===== src/rtl/fir_pkg.sv =====
// Shared types and defaults for the serial FIR tap sequencer.
package fir_pkg;

  typedef enum logic [1:0] {
    StIdle,
    StMac,
    StHold
  } fir_state_e;

  localparam int unsigned DefTaps  = 5;
  localparam int unsigned DefDataW = 16;
  localparam int unsigned DefAccW  = 40;

  // Width of a tap index; never narrower than one bit.
  function automatic int unsigned tap_idx_w(input int unsigned taps);
    return (taps > 1) ? $clog2(taps) : 1;
  endfunction

endpackage


===== src/rtl/fir_tap_sequencer_if.sv =====
// Sample-in, result-out and coefficient-write signals of the tap sequencer.
interface fir_tap_sequencer_if #(
  parameter int unsigned TAPS   = fir_pkg::DefTaps,
  parameter int unsigned DATA_W = fir_pkg::DefDataW,
  parameter int unsigned ACC_W  = fir_pkg::DefAccW
);
  localparam int unsigned AW = fir_pkg::tap_idx_w(TAPS);

  logic              inValid;
  logic              inReady;
  logic [DATA_W-1:0] inSample;
  logic              coefWe;
  logic [AW-1:0]     coefAddr;
  logic [DATA_W-1:0] coefData;
  logic              coefReject;
  logic              outValid;
  logic              outReady;
  logic [DATA_W-1:0] outSample;
  logic [ACC_W-1:0]  outWide;
  logic              busy;

  modport master (
    output inValid, inSample, coefWe, coefAddr, coefData, outReady,
    input  inReady, coefReject, outValid, outSample, outWide, busy
  );

  modport slave (
    input  inValid, inSample, coefWe, coefAddr, coefData, outReady,
    output inReady, coefReject, outValid, outSample, outWide, busy
  );

endinterface


===== src/rtl/fir_mac_unit.sv =====
// Combinational signed multiply-accumulate: acc_out = acc_in + coef * sample.
module fir_mac_unit #(
  parameter int unsigned DATA_W = fir_pkg::DefDataW,
  parameter int unsigned ACC_W  = fir_pkg::DefAccW
) (
  input  logic signed [ACC_W-1:0]  acc_in,
  input  logic signed [DATA_W-1:0] coef,
  input  logic signed [DATA_W-1:0] sample,
  output logic signed [ACC_W-1:0]  acc_out
);

  logic signed [2*DATA_W-1:0] product;

  assign product = coef * sample;
  assign acc_out = acc_in + {{(ACC_W - 2*DATA_W){product[2*DATA_W-1]}}, product};

endmodule


===== src/rtl/fir_tap_sequencer.sv =====
// Serial FIR: one MAC time-shared over TAPS coefficient/sample pairs per input sample,
// with the sample history, coefficient file and both handshakes kept here.
module fir_tap_sequencer
  import fir_pkg::*;
#(
  parameter int unsigned TAPS   = DefTaps,
  parameter int unsigned DATA_W = DefDataW,
  parameter int unsigned ACC_W  = DefAccW
) (
  input logic                 clock,
  input logic                 resetN,
  fir_tap_sequencer_if.slave  bus
);

  localparam int unsigned AW = tap_idx_w(TAPS);
  localparam logic [AW-1:0] LastTap = AW'(TAPS - 1);

  fir_state_e state_q, state_d;

  logic signed [DATA_W-1:0] hist_q [TAPS];
  logic signed [DATA_W-1:0] coef_q [TAPS];
  logic signed [ACC_W-1:0]  acc_q, acc_next;
  logic [AW-1:0]            tap_q;
  logic                     out_valid_q;
  logic [DATA_W-1:0]        out_sample_q;
  logic [ACC_W-1:0]         out_wide_q;
  logic                     coef_reject_q;

  logic accept, coef_ok, last_tap;

  assign accept   = (state_q == StIdle) && bus.inValid;
  assign coef_ok  = (state_q == StIdle) && (32'(bus.coefAddr) < TAPS);
  assign last_tap = (tap_q == LastTap);

  fir_mac_unit #(
    .DATA_W (DATA_W),
    .ACC_W  (ACC_W)
  ) u_mac (
    .acc_in  (acc_q),
    .coef    (coef_q[tap_q]),
    .sample  (hist_q[tap_q]),
    .acc_out (acc_next)
  );

  always_ff @(posedge clock or negedge resetN) begin
    if (!resetN) begin
      state_q <= StIdle;
    end else begin
      state_q <= state_d;
    end
  end

  always_comb begin
    state_d = state_q;
    unique case (state_q)
      StIdle:  if (bus.inValid)  state_d = StMac;
      StMac:   if (last_tap)     state_d = StHold;
      StHold:  if (bus.outReady) state_d = StIdle;
      default:                   state_d = StIdle;
    endcase
  end

  always_comb begin
    bus.inReady = (state_q == StIdle);
    bus.busy    = (state_q != StIdle);
  end

  always_ff @(posedge clock or negedge resetN) begin
    if (!resetN) begin
      for (int i = 0; i < int'(TAPS); i++) begin
        hist_q[i] <= '0;
        coef_q[i] <= '0;
      end
      acc_q         <= '0;
      tap_q         <= '0;
      out_valid_q   <= 1'b0;
      out_sample_q  <= '0;
      out_wide_q    <= '0;
      coef_reject_q <= 1'b0;
    end else begin
      coef_reject_q <= bus.coefWe && !coef_ok;
      // A write landing with an accept is visible to that sample's MAC pass.
      if (bus.coefWe && coef_ok) begin
        coef_q[bus.coefAddr] <= bus.coefData;
      end
      if (accept) begin
        hist_q[0] <= bus.inSample;
        for (int i = 1; i < int'(TAPS); i++) begin
          hist_q[i] <= hist_q[i-1];
        end
        acc_q <= '0;
        tap_q <= '0;
      end else if (state_q == StMac) begin
        acc_q <= acc_next;
        tap_q <= tap_q + 1'b1;
        if (last_tap) begin
          out_valid_q  <= 1'b1;
          out_wide_q   <= acc_next;
          out_sample_q <= acc_next[DATA_W-1:0];
        end
      end else if ((state_q == StHold) && bus.outReady) begin
        out_valid_q <= 1'b0;
      end
    end
  end

  assign bus.outValid   = out_valid_q;
  assign bus.outSample  = out_sample_q;
  assign bus.outWide    = out_wide_q;
  assign bus.coefReject = coef_reject_q;

endmodule


===== src/flat_wrapper.sv =====
// flat-port wrapper written by rule: the top's interface ports become plain ports
module fir_tap_sequencer_flat import fir_pkg::*;
#(
  parameter int unsigned TAPS   = DefTaps,
  parameter int unsigned DATA_W = DefDataW,
  parameter int unsigned ACC_W  = DefAccW
)
  (clock, resetN, bus_inValid, bus_inSample, bus_coefWe, bus_coefAddr, bus_coefData, bus_outReady, bus_inReady, bus_coefReject, bus_outValid, bus_outSample, bus_outWide, bus_busy);
  fir_tap_sequencer_if #(.TAPS(TAPS), .DATA_W(DATA_W), .ACC_W(ACC_W)) bus_i ();
  input logic clock;
  input logic resetN;
  input wire logic [$bits(bus_i.inValid)-1:0] bus_inValid;
  input wire logic [$bits(bus_i.inSample)-1:0] bus_inSample;
  input wire logic [$bits(bus_i.coefWe)-1:0] bus_coefWe;
  input wire logic [$bits(bus_i.coefAddr)-1:0] bus_coefAddr;
  input wire logic [$bits(bus_i.coefData)-1:0] bus_coefData;
  input wire logic [$bits(bus_i.outReady)-1:0] bus_outReady;
  output wire logic [$bits(bus_i.inReady)-1:0] bus_inReady;
  output wire logic [$bits(bus_i.coefReject)-1:0] bus_coefReject;
  output wire logic [$bits(bus_i.outValid)-1:0] bus_outValid;
  output wire logic [$bits(bus_i.outSample)-1:0] bus_outSample;
  output wire logic [$bits(bus_i.outWide)-1:0] bus_outWide;
  output wire logic [$bits(bus_i.busy)-1:0] bus_busy;
  assign bus_i.inValid = bus_inValid;
  assign bus_i.inSample = bus_inSample;
  assign bus_i.coefWe = bus_coefWe;
  assign bus_i.coefAddr = bus_coefAddr;
  assign bus_i.coefData = bus_coefData;
  assign bus_i.outReady = bus_outReady;
  assign bus_inReady = bus_i.inReady;
  assign bus_coefReject = bus_i.coefReject;
  assign bus_outValid = bus_i.outValid;
  assign bus_outSample = bus_i.outSample;
  assign bus_outWide = bus_i.outWide;
  assign bus_busy = bus_i.busy;
  fir_tap_sequencer #(.TAPS(TAPS), .DATA_W(DATA_W), .ACC_W(ACC_W)) u_core (.clock(clock), .resetN(resetN), .bus(bus_i));
endmodule

===== config.mk =====
export PLATFORM = sky130hd
export DESIGN_NAME = fir_tap_sequencer_flat
export DESIGN_NICKNAME = d
export VERILOG_FILES = /design/src/rtl/fir_pkg.sv /design/src/rtl/fir_tap_sequencer_if.sv /design/src/rtl/fir_mac_unit.sv /design/src/rtl/fir_tap_sequencer.sv /design/src/flat_wrapper.sv
export SDC_FILE = /design/constraint.sdc
export NUM_CORES = 1
export LEC_CHECK = 0
export CAP_MARGIN = 20
export CORE_MARGIN = 1
export CORE_UTILIZATION = 55
export DETAILED_ROUTE_END_ITERATION = 8
export PLACE_DENSITY = 0.73
export SLEW_MARGIN = 0
export SYNTH_ARGS = -nofsm -noshare
export SYNTH_HDL_FRONTEND = slang
export SYNTH_HIERARCHICAL = 1
export SYNTH_SLANG_ARGS = --single-unit

===== constraint.sdc =====
create_clock -name clock -period 23.1 [get_ports clock]
set_input_delay 4.62 -clock clock [delete_from_list [all_inputs] [get_ports clock]]
set_output_delay 4.62 -clock clock [all_outputs]
set_load 0.05 [all_outputs]

---- Word-level counts from Yosys, hierarchy flattened ----
Index checks and enable logic that the tools add are counted.
cells by class
  $mul .................................... 1
  bitwise gates (word level) .............. 3
  add/subtract/negate cells ............... 2
  muxes and demuxes ....................... 20
  reductions and logical operators ........ 14
  equal/unequal tests ..................... 6
  $lt $le $gt $ge ......................... 4
operators with widths
  kind                                                                   count
  16-bit binary-select mux with 3-bit select                             2
  80-bit bitwise mux                                                     1
  16-bit two-way mux                                                     5
  40-bit two-way mux                                                     2
  16-bit demux with 3-bit select                                         1
  40-bit adder                                                           1
  16-bit by 16-bit multiplier with 32-bit output                         1
  3-bit AND reduction                                                    3
  4-bit greater-or-equal comparator, second input constant               2
  3-bit inverter with 4-bit output                                       2
  1-bit logical AND                                                      6
  2-bit two-way mux                                                      3
  3-bit two-way mux                                                      2
  2-bit case mux with 3 select lines                                     1
  2-bit nonzero test                                                     3
  4-bit by 1-bit < comparator with 1-bit output, second input constant   1
  2-bit inequality test, second input constant                           2
  3-bit by 1-bit adder with 3-bit output, second input constant          1
  3-bit equality test, second input constant                             1
  3-bit < comparator, second input constant                              1
  1-bit two-way mux                                                      3
  2-bit by 1-bit equality test with 1-bit output, second input constant  1
  2-bit equality test, second input constant                             1
  2-bit logical NOT                                                      1
  other kinds (3)                                                        3
storage, ports and cells
  word-level logic and storage cells ...... 67
  register bits ........................... 263
  output and inout port bits .............. 60

---- Longest topological paths before layout ----
Gate-level depths: netlist (run 1).
  depth in word-level cells ............... 8
  mapped depth ............................ 40
  depth with buffers taken out ............ 37

---- By module ----
Netlist (run 1), hierarchy kept.
by module, submodules not included
  module             cells an instance  sequential area each (um^2)  instances  area each (um^2)
  fir_mac_unit       1389               0.0                          1          12127.9
  fir_tap_sequencer  805                6180.9                       1          10850.4

---- Worst setup path before layout (run 1) ----
Ideal clock, no wire load.
  path type ............................... register -> register
  start point ............................. register u_core.tap_q[1]
  end point ............................... register u_core.out_wide_q[39] (netlist: u_core/bus.outWide[39])
  path slack .............................. 14.049 ns
  cell stages (with the launch flop) ...... 34
  arrival time ............................ 8.926 ns
  path through ............................ dfrtp_1 > clkbuf_1 > nor3b_1 > clkbuf_1 > a221o_1 > clkbuf_1 > nand2_1 > fa_1 > fa_1 > fa_1 > fa_1 > inv_1 > fa_1 > fa_1 > ha_1 > a21o_1 > a21o_1 > a21o_1 > a31oi_1 > o31a_1 > o21bai_1 > a21oi_1 > nor4bb_1 > a211o_1 > ha_1 > nand4_1 > or3_1 > nor3_1 > o21ai_1 > a21oi_1 > o22ai_1 > o41ai_2 > xnor2_1 > mux2_2
between the ends
  cells in the longest elaborated chain, start to end .. 6
ends and longest elaborated chain
  item                                                                  line                                              source
  start, declared                                                       fir_tap_sequencer.sv:23                           logic [AW-1:0] tap_q;
  start signal, assigned                                                fir_tap_sequencer.sv:95                           tap_q <= tap_q + 1'b1;
  3-bit inverter with 4-bit output (not written as such) *              fir_tap_sequencer.sv:40, fir_tap_sequencer.sv:41
  16-bit binary-select mux with 3-bit select, on equally long branches  fir_tap_sequencer.sv:40, fir_tap_sequencer.sv:41
  16-bit two-way mux, on equally long branches (2 in series)            fir_tap_sequencer.sv:40, fir_tap_sequencer.sv:41
  16-bit by 16-bit multiplier with 32-bit output *                      fir_mac_unit.sv:14                                assign product = coef * sample;
  40-bit adder *                                                        fir_mac_unit.sv:15                                assign acc_out = acc_in + {{(ACC_W - 2*DATA_W){product[2*DATA_W-1]}}, product};
  named net u_core.acc_next[39]                                         fir_tap_sequencer.sv:22                           logic signed [ACC_W-1:0] acc_q, acc_next;
  end signal, assigned                                                  fir_tap_sequencer.sv:98                           out_wide_q <= acc_next;
  end, declared                                                         fir_tap_sequencer.sv:26                           logic [ACC_W-1:0] out_wide_q;
The timed path passes the listed nets; every way through them passes the cells marked *. The select of a mux whose other input is x is not followed.
A chain may end at the register's enable or synchronous reset.

---- Worst setup path in the final report (run 1) ----
  start point ............................. register u_core.tap_q[0]
  end point ............................... register u_core.out_wide_q[39] (netlist: u_core/bus.outWide[39])
The elaborated chain is that of the path after synthesis.

==> impl_results.md, run 1 <==
* Core box area at 41000 um2
* # setup viols final at 0
* Routed Antenna Nets at 0
* First-pass GRT wire length at 84100 um
* Synth Cell Area at 23000 um2
* Num CTS Buffers at 29
* Rel. slew slack at 35.6%
* Final instance area at 25100 um2
* Fin crit share at 45.9%
* Reg2reg end: u_core/bus.outWide[39]$_DFFE_PN0P_
* R2R depth at 32
* Worst Hold Class: reg -> reg
* Antenna diodes at 0
* CTS sink cnt at 247
* Rows at 74
* Hold path start: u_core/coef_q[74]$_DFFE_PN0P_
* Hold path cells at 1
* CP required at 23.56 ns
* Failing checks: design-rule violations
* Most frequent CP cell: fa_1
* Setup slack, reg-to-reg at 12.51 ns
* Largest net degree at the start of global routing at 112
* Starting DRT DRC Count at 837
* DR vias/cell at 5.65
* DP Area at 24200 um2
* Die area at 42600 um2
* Average size of a mapped cell at 10.5 um2
* Layout area overhead at 9.31%
* Post-route worst setup slack at 12.51 ns
* Number of flops mapped to enable cells by yosys at 0
* Main synth FF type: dfrtp_1
* Fin nets at 2660
* GRT overflow at 0
* Die H at 206 um
* WP data arrival at 11.06 ns
* DP Worst Slack at 12.53 ns
* F_max at 94.4 MHz
* Minimum clock period at 10.59 ns
* Die X-Extent at 206 um
* Slew @ Worst Pin at 0.967 ns
* Detailed Routing Iterations Pass 1 at 8
* CP Capture Type: flop
* Clk Latency, worst-skew pair at 0.58 ns
* Fin. max-slew vios at 0
* Reg clk slew, reported paths at 0.06 ns
* Number of global-route vias before repair at 16.6k
* Critical path launch point type: flop
* Dpl hpwl at 38700 um
* WHS Endpoint: u_core/coef_q[74]$_DFFE_PN0P_
* Clock tree buffer depth at 3
* CTS tree: done
* Final hold vios at 0
* Share of layout cells above drive strength 1 at 14.4%
* Starting density of the core at 56.0%
* Slowest-stage cell, CP: a221o_1
* Initial antenna violation count at 1
* Max-cap viol count at 0
* Net Count, Synth at 2624
* Post-CTS resize count at 0
* Leading cell type in the layout, fill and taps excluded: inv_1
* Gr usage total at 25.0%
* Most frequent cells in the layout: 301 x inv_1, 263 x fa_1, 246 x dfrtp_1, 231 x nand2_1, 192 x mux2_2
* Worst Path Max Fanout at 39
* CTS H-Tree Depth at 1
* RSZ-0062 raised after global routing: no
* Synthesized flop and latch total at 247
* Ys async rst share at 100%
* Vias at 15.7k
* Post-CTS setup buffer count at 0
* Final TNS setup at 0 ns
* Final Util at 61.2%
* Slowest stage delay, CP at 0.64 ns
* Syn Inst Count at 2194
* I/O Buffers at 99
* Layout filler cell count at 3347
* Synth warnings at 6
* Status: complete, but fails checks
* Clock Skews at 0.0163 ns
* Synth cell types at 79
* Root buffer cell: clkbuf_16
* Reg2reg start: u_core/tap_q[0]$_DFFE_PN0P_
* Post-synthesis sequential area ratio at 26.9%
* CTS Hold Bufs at 0
* DRC violations left at 2
* Routability cong. at 0.902
* Setup CP Type: reg -> reg
* DR WL/cell at 18.3 um
* Routed WL at 51100 um
* I/O pin cnt at 100
## area by class of cell
| cell class | count | area, um2 | share of cell area, % |
|---|---|---|---|
| clock buffer | 44 | 842 | 3.35 |
| clock inverter | 10 | 82.6 | 0.329 |
| inverter | 302 | 1130 | 4.51 |
| multi-input combinational | 1533 | 15100 | 60.0 |
| sequential | 247 | 6180 | 24.6 |
| tap | 532 | 666 | 2.65 |
| timing repair buffer | 117 | 1140 | 4.55 |
## logic make-up after synthesis
| kind of cell | Yosys count | synth area share (%) |
|---|---|---|
| mux | 264 | 13.4 |
| xor+xnor | 74 | 2.88 |
| buf+inv | 414 | 7.59 |
| flops | 247 | 26.9 |
| fa+ha+maj | 390 | 29.8 |
| compound gates | 234 | 7.35 |
| simple gates | 571 | 12.1 |
## routing by layer
metal / vias up / share of wire (%) / track usage (%)
met4: 0 / 2.8 / 8.09
met1: 8075 / 43 / 33.1
met2: 351 / 50 / 42.9
li1: 7211 / - / -
met3: 89 / 4.2 / 2.68
met5: - / 0 / 0
## synthesized netlist by cell type (all sizes together), types with 5 or more instances
library cell  number  share of area, %
inv              302               4.9
fa               263                23
dfrtp            247                27
nand2            231               3.8
mux2             230                12
and2             128               3.5
ha               127               6.9
nor2              82               1.3
clkbuf            58              0.95
nand3             58               1.3
buf               54               1.7
a21oi             52               1.1
xnor2             52               2.0
a21o              40               1.3
o21ai             38              0.89
mux2i             34               1.5
a221o             29               1.3
xor2              21              0.80
nand2b            18              0.49
nor3              12              0.30
a31oi             11              0.33
o21a              10              0.34
nand4              9              0.25
o21bai             9              0.29
nor2b              7              0.20
o211ai             7              0.27
a211o              6              0.23
a211oi             6              0.22
or2                5              0.14
## how the worst max path moves through the flow
stage | start | to
6_report | u_core/tap_q[0]$_DFFE_PN0P_ | u_core/bus.outWide[39]$_DFFE_PN0P_
3_3_place_gp | u_core/tap_q[0]$_DFFE_PN0P_ | u_core/bus.outWide[39]$_DFFE_PN0P_
4_1_cts | u_core/tap_q[0]$_DFFE_PN0P_ | u_core/bus.outWide[39]$_DFFE_PN0P_
3_5_place_dp | u_core/tap_q[0]$_DFFE_PN0P_ | u_core/bus.outWide[39]$_DFFE_PN0P_
2_1_floorplan | u_core/tap_q[1]$_DFFE_PN0P_ | u_core/bus.outWide[39]$_DFFE_PN0P_
5_1_grt | u_core/tap_q[0]$_DFFE_PN0P_ | u_core/bus.outWide[39]$_DFFE_PN0P_
## critical path, delay by kind of cell (launching register included)
| family | cells | cell delay (ns) |
|---|---|---|
| fa+ha+maj | 8 | 3.79 |
| compound gates | 13 | 3.31 |
| simple gates | 6 | 1.58 |
| buf+inv | 3 | 0.96 |
| flops | 1 | 0.34 |
| mux | 1 | 0.28 |
| xor+xnor | 1 | 0.16 |
## registers in the layout, indices dropped and copies added (netlist names)
register               count
u_core/coef_q             80
u_core/hist_q             80
u_core/acc_q              40
u_core/bus.outWide        25
u_core/bus.outSample      15
u_core/tap_q               3
u_core/state_q             2
u_core/bus.coefReject      1
u_core/bus.outValid        1
## metrics by stage
| stage | std cells | hold WS, ns |
|---|---|---|
| 2_1_floorplan | 2194 | 0.473 |
| 3_3_place_gp | 2730 | 0.482 |
| 3_5_place_dp | 2730 | 0.490 |
| 4_1_cts | 2784 | 0.503 |
| 5_1_grt | 2785 | 0.514 |
| 6_report | 2785 | 0.502 |
Power of run 1 is not shown: default switching activity piles up to over one toggle a cycle in this logic, so the estimate is an artifact.
==> run 2: changes to the inputs <==
PLACE_DENSITY = 0.76   (was 0.73)
clock period = 8.6 ns   (was 23.1 ns; I/O delays follow)
==> run 2 against run 1 <==
  * The run ends with negative setup slack left
  * Critical path depth increased by 3
  * Sequential cell count unchanged
  * Die area unchanged
  * Sequential share of layout area is 2.9 points lower
  * Clock skew hardly changed
  * Register-to-register slack lost 13 ns
  * Non-clock buffer count grew 282
  * Cell count rose by 10%
==> impl_results.md, run 2 (synthesis gave the netlist of run 1 again) <==
* Status: complete, but fails checks
* Failing checks: negative setup slack
* DR vias/cell at 5.66
* I/O pin cnt at 100
* Initial antenna violation count at 0
* Reg clk slew, reported paths at 0.07 ns
* First-pass GRT wire length at 91300 um
* Post-Layout Cell Count at 3065
* Most frequent CP cell: fa_1
* Minimum clock period at 8.92 ns
* Rows at 74
* Slowest stage delay, CP at 0.57 ns
* Core box area at 41000 um2
* Critical path launch point type: flop
* Biggest regs: u_core/coef_q x80, u_core/hist_q x80, u_core/acc_q x40
* Worst Hold Class: reg -> reg
* Final hold vios at 0
* Dpl hpwl at 42200 um
* CTS H-Tree Depth at 1
* Fin. max-slew vios at 0
* Routed WL at 58800 um
* GRT overflow at 0
* Num CTS Buffers at 28
* Cells after DPL at 2951
* Clk Latency, worst-skew pair at 0.57 ns
* Max-cap viol count at 0
* Slew @ Worst Pin at 0.938 ns
* Fin crit share at 104%
* F_max at 112 MHz
* Largest net degree at the start of global routing at 166
* Most frequent cells in the layout: 291 x inv_1, 254 x fa_1, 251 x buf_4, 245 x dfrtp_1, 220 x nand2_1
* Die H at 206 um
* Final instance area at 28400 um2
* Setup CP Type: reg -> reg
* Detailed Routing Iterations Pass 1 at 5
* Slowest-stage cell, CP: fa_2
* Starting density of the core at 56.0%
* CP Capture Type: flop
* Die X-Extent at 206 um
* Root buffer cell: clkbuf_16
* Number of global-route vias before repair at 18.1k
* Clock Skews at 0.0162 ns
* Worst Path Max Fanout at 8
* DR WL/cell at 19.2 um
* Post-route worst setup slack at -0.321 ns
* Rel. slew slack at 37.4%
* Antenna diodes at 0
* Routed Antenna Nets at 0
* WP data arrival at 9.38 ns
* Die area at 42600 um2
* DRC violations left at 0
* Starting DRT DRC Count at 940
* I/O Buffers at 99
* Layout area overhead at 23.7%
* CTS sink cnt at 247
* Fin nets at 2944
* Routability cong. at 0.928
* Clock tree buffer depth at 3
* Share of layout cells above drive strength 1 at 29.2%
* DP Area at 26000 um2
* Leading cell type in the layout, fill and taps excluded: inv_1
* CP required at 9.05 ns
* Gr usage total at 27.3%
* RSZ-0062 raised after global routing: yes
* Vias at 17.3k
* CTS tree: done
* # setup viols final at 13
## run 2: cell count changes in the layout (fill, tap and decap cells not counted), sizes merged
| cell | delta |
|---|---|
| clkinvlp | +1 |
| buf | +280 |
| bufinv | +3 |
| clkbuf | -5 |
| inv | -2 |
| a221o | +3 |
## run 2: worst max-delay path: cells and delay by family, from the launching register on
| family | cells | cell delay (ns) |
|---|---|---|
| and+or+nand+nor | 4 | 0.88 |
| xor gates and xnor gates | 1 | 0.14 |
| adders and majority gates | 8 | 3.52 |
| DFF | 1 | 0.43 |
| AOI/OAI and AO/OA | 12 | 2.43 |
| buffers and inverters | 8 | 0.82 |
| muxes | 2 | 0.56 |
## run 2: worst paths after layout
kind,from,to,slack (ns),cells after the start
worst max-delay path,u_core/tap_q[2]$_DFFE_PN0P_,u_core/bus.outWide[39]$_DFFE_PN0P_,-0.32,35
worst min-delay path,u_core/coef_q[13]$_DFFE_PN0P_,u_core/coef_q[13]$_DFFE_PN0P_,0.50,1
worst max register to register,u_core/tap_q[2]$_DFFE_PN0P_,u_core/bus.outWide[39]$_DFFE_PN0P_,-0.32,35
worst min register to register,u_core/coef_q[13]$_DFFE_PN0P_,u_core/coef_q[13]$_DFFE_PN0P_,0.50,1
max in group asynchronous,resetN,u_core/hist_q[71]$_DFFE_PN0P_,6.12,2
min in group asynchronous,resetN,u_core/acc_q[37]$_DFFE_PN0P_,1.13,1
## run 2: per-stage QoR
stage	worst slack, ns	hold slack [ns]	utilization, %	TNS (ns)
6_report	-0.321	0.501	69.3	-1.66
3_3_place_gp	-0.148	0.481	63.4	-0.474
4_1_cts	-0.139	0.501	67.3	-0.253
2_1_floorplan	0.00305	0.473	-	0
3_5_place_dp	-0.348	0.488	63.4	-2.51
5_1_grt	-0.515	0.516	69.3	-6.05
## run 2: per-layer routing
metal / track usage [%] / wire, um
met1: 35.8 / 24100
met2: 45.9 / 29400
met3: 4.60 / 3500
met4: 8.48 / 1730
met5: 0 / 0
## run 2: final cells by class
class | instances | area [um2]
clock inverter | 12 | 169
tap | 532 | 666
multi-input combinational | 1536 | 15900
fill | 2825 | 12600
inverter | 302 | 1130
sequential | 247 | 6180
clock buffer | 37 | 785
timing repair buffer | 399 | 3620
## run 2: repair_timing
action                     4_1_cts  5_1_grt
buffers inserted                31       27
pin swaps                       40       80
setup endpoints to repair       21       30
resized for setup               88      106
cloned                           6        2
hold buffers                     0        0
Power of run 2 is left out for the same reason.
==> variant, RTL diff (flow settings as in run 1) <==
`DefDataW`: 16 -> 15.
--- a/src/rtl/fir_pkg.sv
+++ b/src/rtl/fir_pkg.sv
@@ -10,3 +10,3 @@
   localparam int unsigned DefTaps  = 5;
-  localparam int unsigned DefDataW = 16;
+  localparam int unsigned DefDataW = 15;
   localparam int unsigned DefAccW  = 40;
Interface: changed (resized bus_coefData, bus_inSample and bus_outSample); port bits go from 100 to 97. No check against the original RTL was run, so the function may have changed too.
==> variant against run 1 <==
  * Worst setup slack lost 0.41 ns
  * Cell area fell by 7.3%
  * Sequential share of layout area up 0.86 points
  * Core utilization rose by 0.30 points
  * Sequential cell count down 10
  * Synthesized area shrank 7.6%
  * Wire length shrank 10%
  * Count of clock-buffer cells in the layout decreased by 7
  * Highest routed layer unchanged
  * First-iteration DRC count down 15%
Power is not shown: default switching activity piles up to over one toggle a cycle in this logic, so the estimate is an artifact.
==> variant: results (changes against run 1) <==
| Metric | Value |
|---|---|
| Ys Warns | `6 (unchanged)` |
| H-tree depth | `1 (unchanged)` |
| Setup bufs post-CTS | `0 (unchanged)` |
| Cts repair resizes | `0 (unchanged)` |
| Hold Crit Class | `flop to flop` |
| Synth cell types | `73 (-7.6%)` |
| Nets | `2443 (-8.2%)` |
| Wire per inst | `17.79 µm (-3.0%)` |
| Most numerous cell in the Yosys netlist | `inv_1` |
| Seq/Total Area, Yosys | `27.93% (+1.0 points)` |
| Top delay family on crit path | `compound AO/OA/AOI/OAI gates` |
| Max stage delay on crit path | `0.61 ns (-0.03 ns)` |
| CTS root buffer | `clkbuf_16` |
| Crit path max fanout | `37 (-5.1%)` |
| Worst slew pin tran | `0.9661 ns (-0.0004426 ns)` |
| Clk_skew | `0.02201 ns (+0.005747 ns)` |
| Run status | `finished, final reports clean` |
| RD Place Congestion | `0.9259 (+2.7%)` |
| Largest net degree at the start of global routing | `85 (-24%)` |
| Via count | `14460 (-8.0%)` |
| Placed wire-length estimate | `34490 µm (-11%)` |
| Iter 0 DRT Violations | `713 (-15%)` |
| # fillers | `3175 (-5.1%)` |
| Via/cell ratio | `5.595 (-0.92%)` |
| Global-route wire length before repair | `76870 µm (-8.6%)` |
| Clock Latency Late Sink | `0.55 ns (-0.03 ns)` |
| Total Routing Usage GR | `24.55% (-0.47 points)` |
| Port bufs | `96 (-3.0%)` |
| Max-slew violation count | `0 (unchanged)` |
| Area grow syn2layout | `9.677%` |
| Placed instance count | `2535 (-7.1%)` |
| CTS Buf Count | `26 (-10%)` |
| Routed Antenna Nets | `0 (unchanged)` |
| Mean Syn Cell Area | `10.55 µm² (+0.71%)` |
| Most used DFF post-synth | `dfrtp_1` |
| Initial antenna violation count | `0 (-1)` |
| Ant. Diodes | `0 (unchanged)` |
| Synth area leaders | `dfrtp_1, fa_1, ha_1, mux2_4, inv_1` |
| Arrival time at the worst endpoint | `11.42 ns (+0.36 ns)` |
| Slowest cell on crit path | `a221oi_1` |
| Fraction of layout cells with a size suffix above 1 | `10.99% (-3.4 points)` |
| CTS max path bufs | `3 (unchanged)` |
| Clock slew at reported path FFs | `0.06 ns (about the same)` |
| Dpl cell area | `0.02238 mm² (-7.4%)` |
| Synth top cells by count | `inv_1, dfrtp_1, fa_1` |
| Drt pass-1 iters | `5 (-3)` |
| Vias in the first global route | `15100 (-9.1%)` |
| Top flop regs | `u_core/coef_q: 75 flops, u_core/hist_q: 75 flops, u_core/acc_q: 40 flops` |
| Ys async rst share | `100.0% (unchanged)` |
==> variant: metal layers <==
| layer | global-route usage [%] | share of wire, % | vias to the layer above |
|---|---|---|---|
| met5 | 0 | 0 | - |
| met4 | 7.692 | 3.1 | 0 |
| met3 | 2.815 | 4.2 | 107 |
| li1 | - | - | 6630 |
| met1 | 33.45 | 44 | 7370 |
| met2 | 41.14 | 49 | 355 |
==> variant: kinds of logic after synthesis <==
group	count (synthesis)	share of synthesized area (%)
and+or+nand+nor	523	11.85
buffers and inverters	381	7.732
adders and majority gates	350	28.51
muxes	251	14.44
DFF	237	27.93
AOI/OAI and AO/OA	205	6.807
xor gates and xnor gates	66	2.723
==> variant: final cells by class <==
type                            instances  share of cell area [%]
Clock inverter                         10                  0.4084
Sequential cell                       237                   25.47
Multi-Input combinational cell       1395                   58.71
Timing Repair Buffer                  114                   4.986
Clock buffer                           37                   3.143
Inverter                              281                   4.530
Tap cell                              511                   2.746
==> variant: path summary, 6_finish.rpt <==
kind                                    from                endpoint  slack, ns  depth (start not counted)
setup / recovery             u_core/tap_q[0]  u_core/bus.outWide[38]      12.10                         36
hold / removal             u_core/coef_q[26]       u_core/coef_q[26]       0.49                          1
setup reg to reg             u_core/tap_q[0]  u_core/bus.outWide[38]      12.10                         36
hold reg to reg            u_core/coef_q[26]       u_core/coef_q[26]       0.49                          1
max in group asynchronous             resetN       u_core/coef_q[41]      17.19                          4
min in group asynchronous             resetN        u_core/acc_q[28]       4.05                          1
==> variant: through the flow <==
| step | hold WS [ns] | worst slack (ns) |
|---|---|---|
| finish | 0.4877 | 12.10 |
| global route | 0.5041 | 11.41 |
| CTS | 0.4881 | 12.13 |
| detailed placement | 0.4748 | 12.15 |
| global placement | 0.4678 | 12.39 |
| floorplan | 0.4579 | 13.69 |
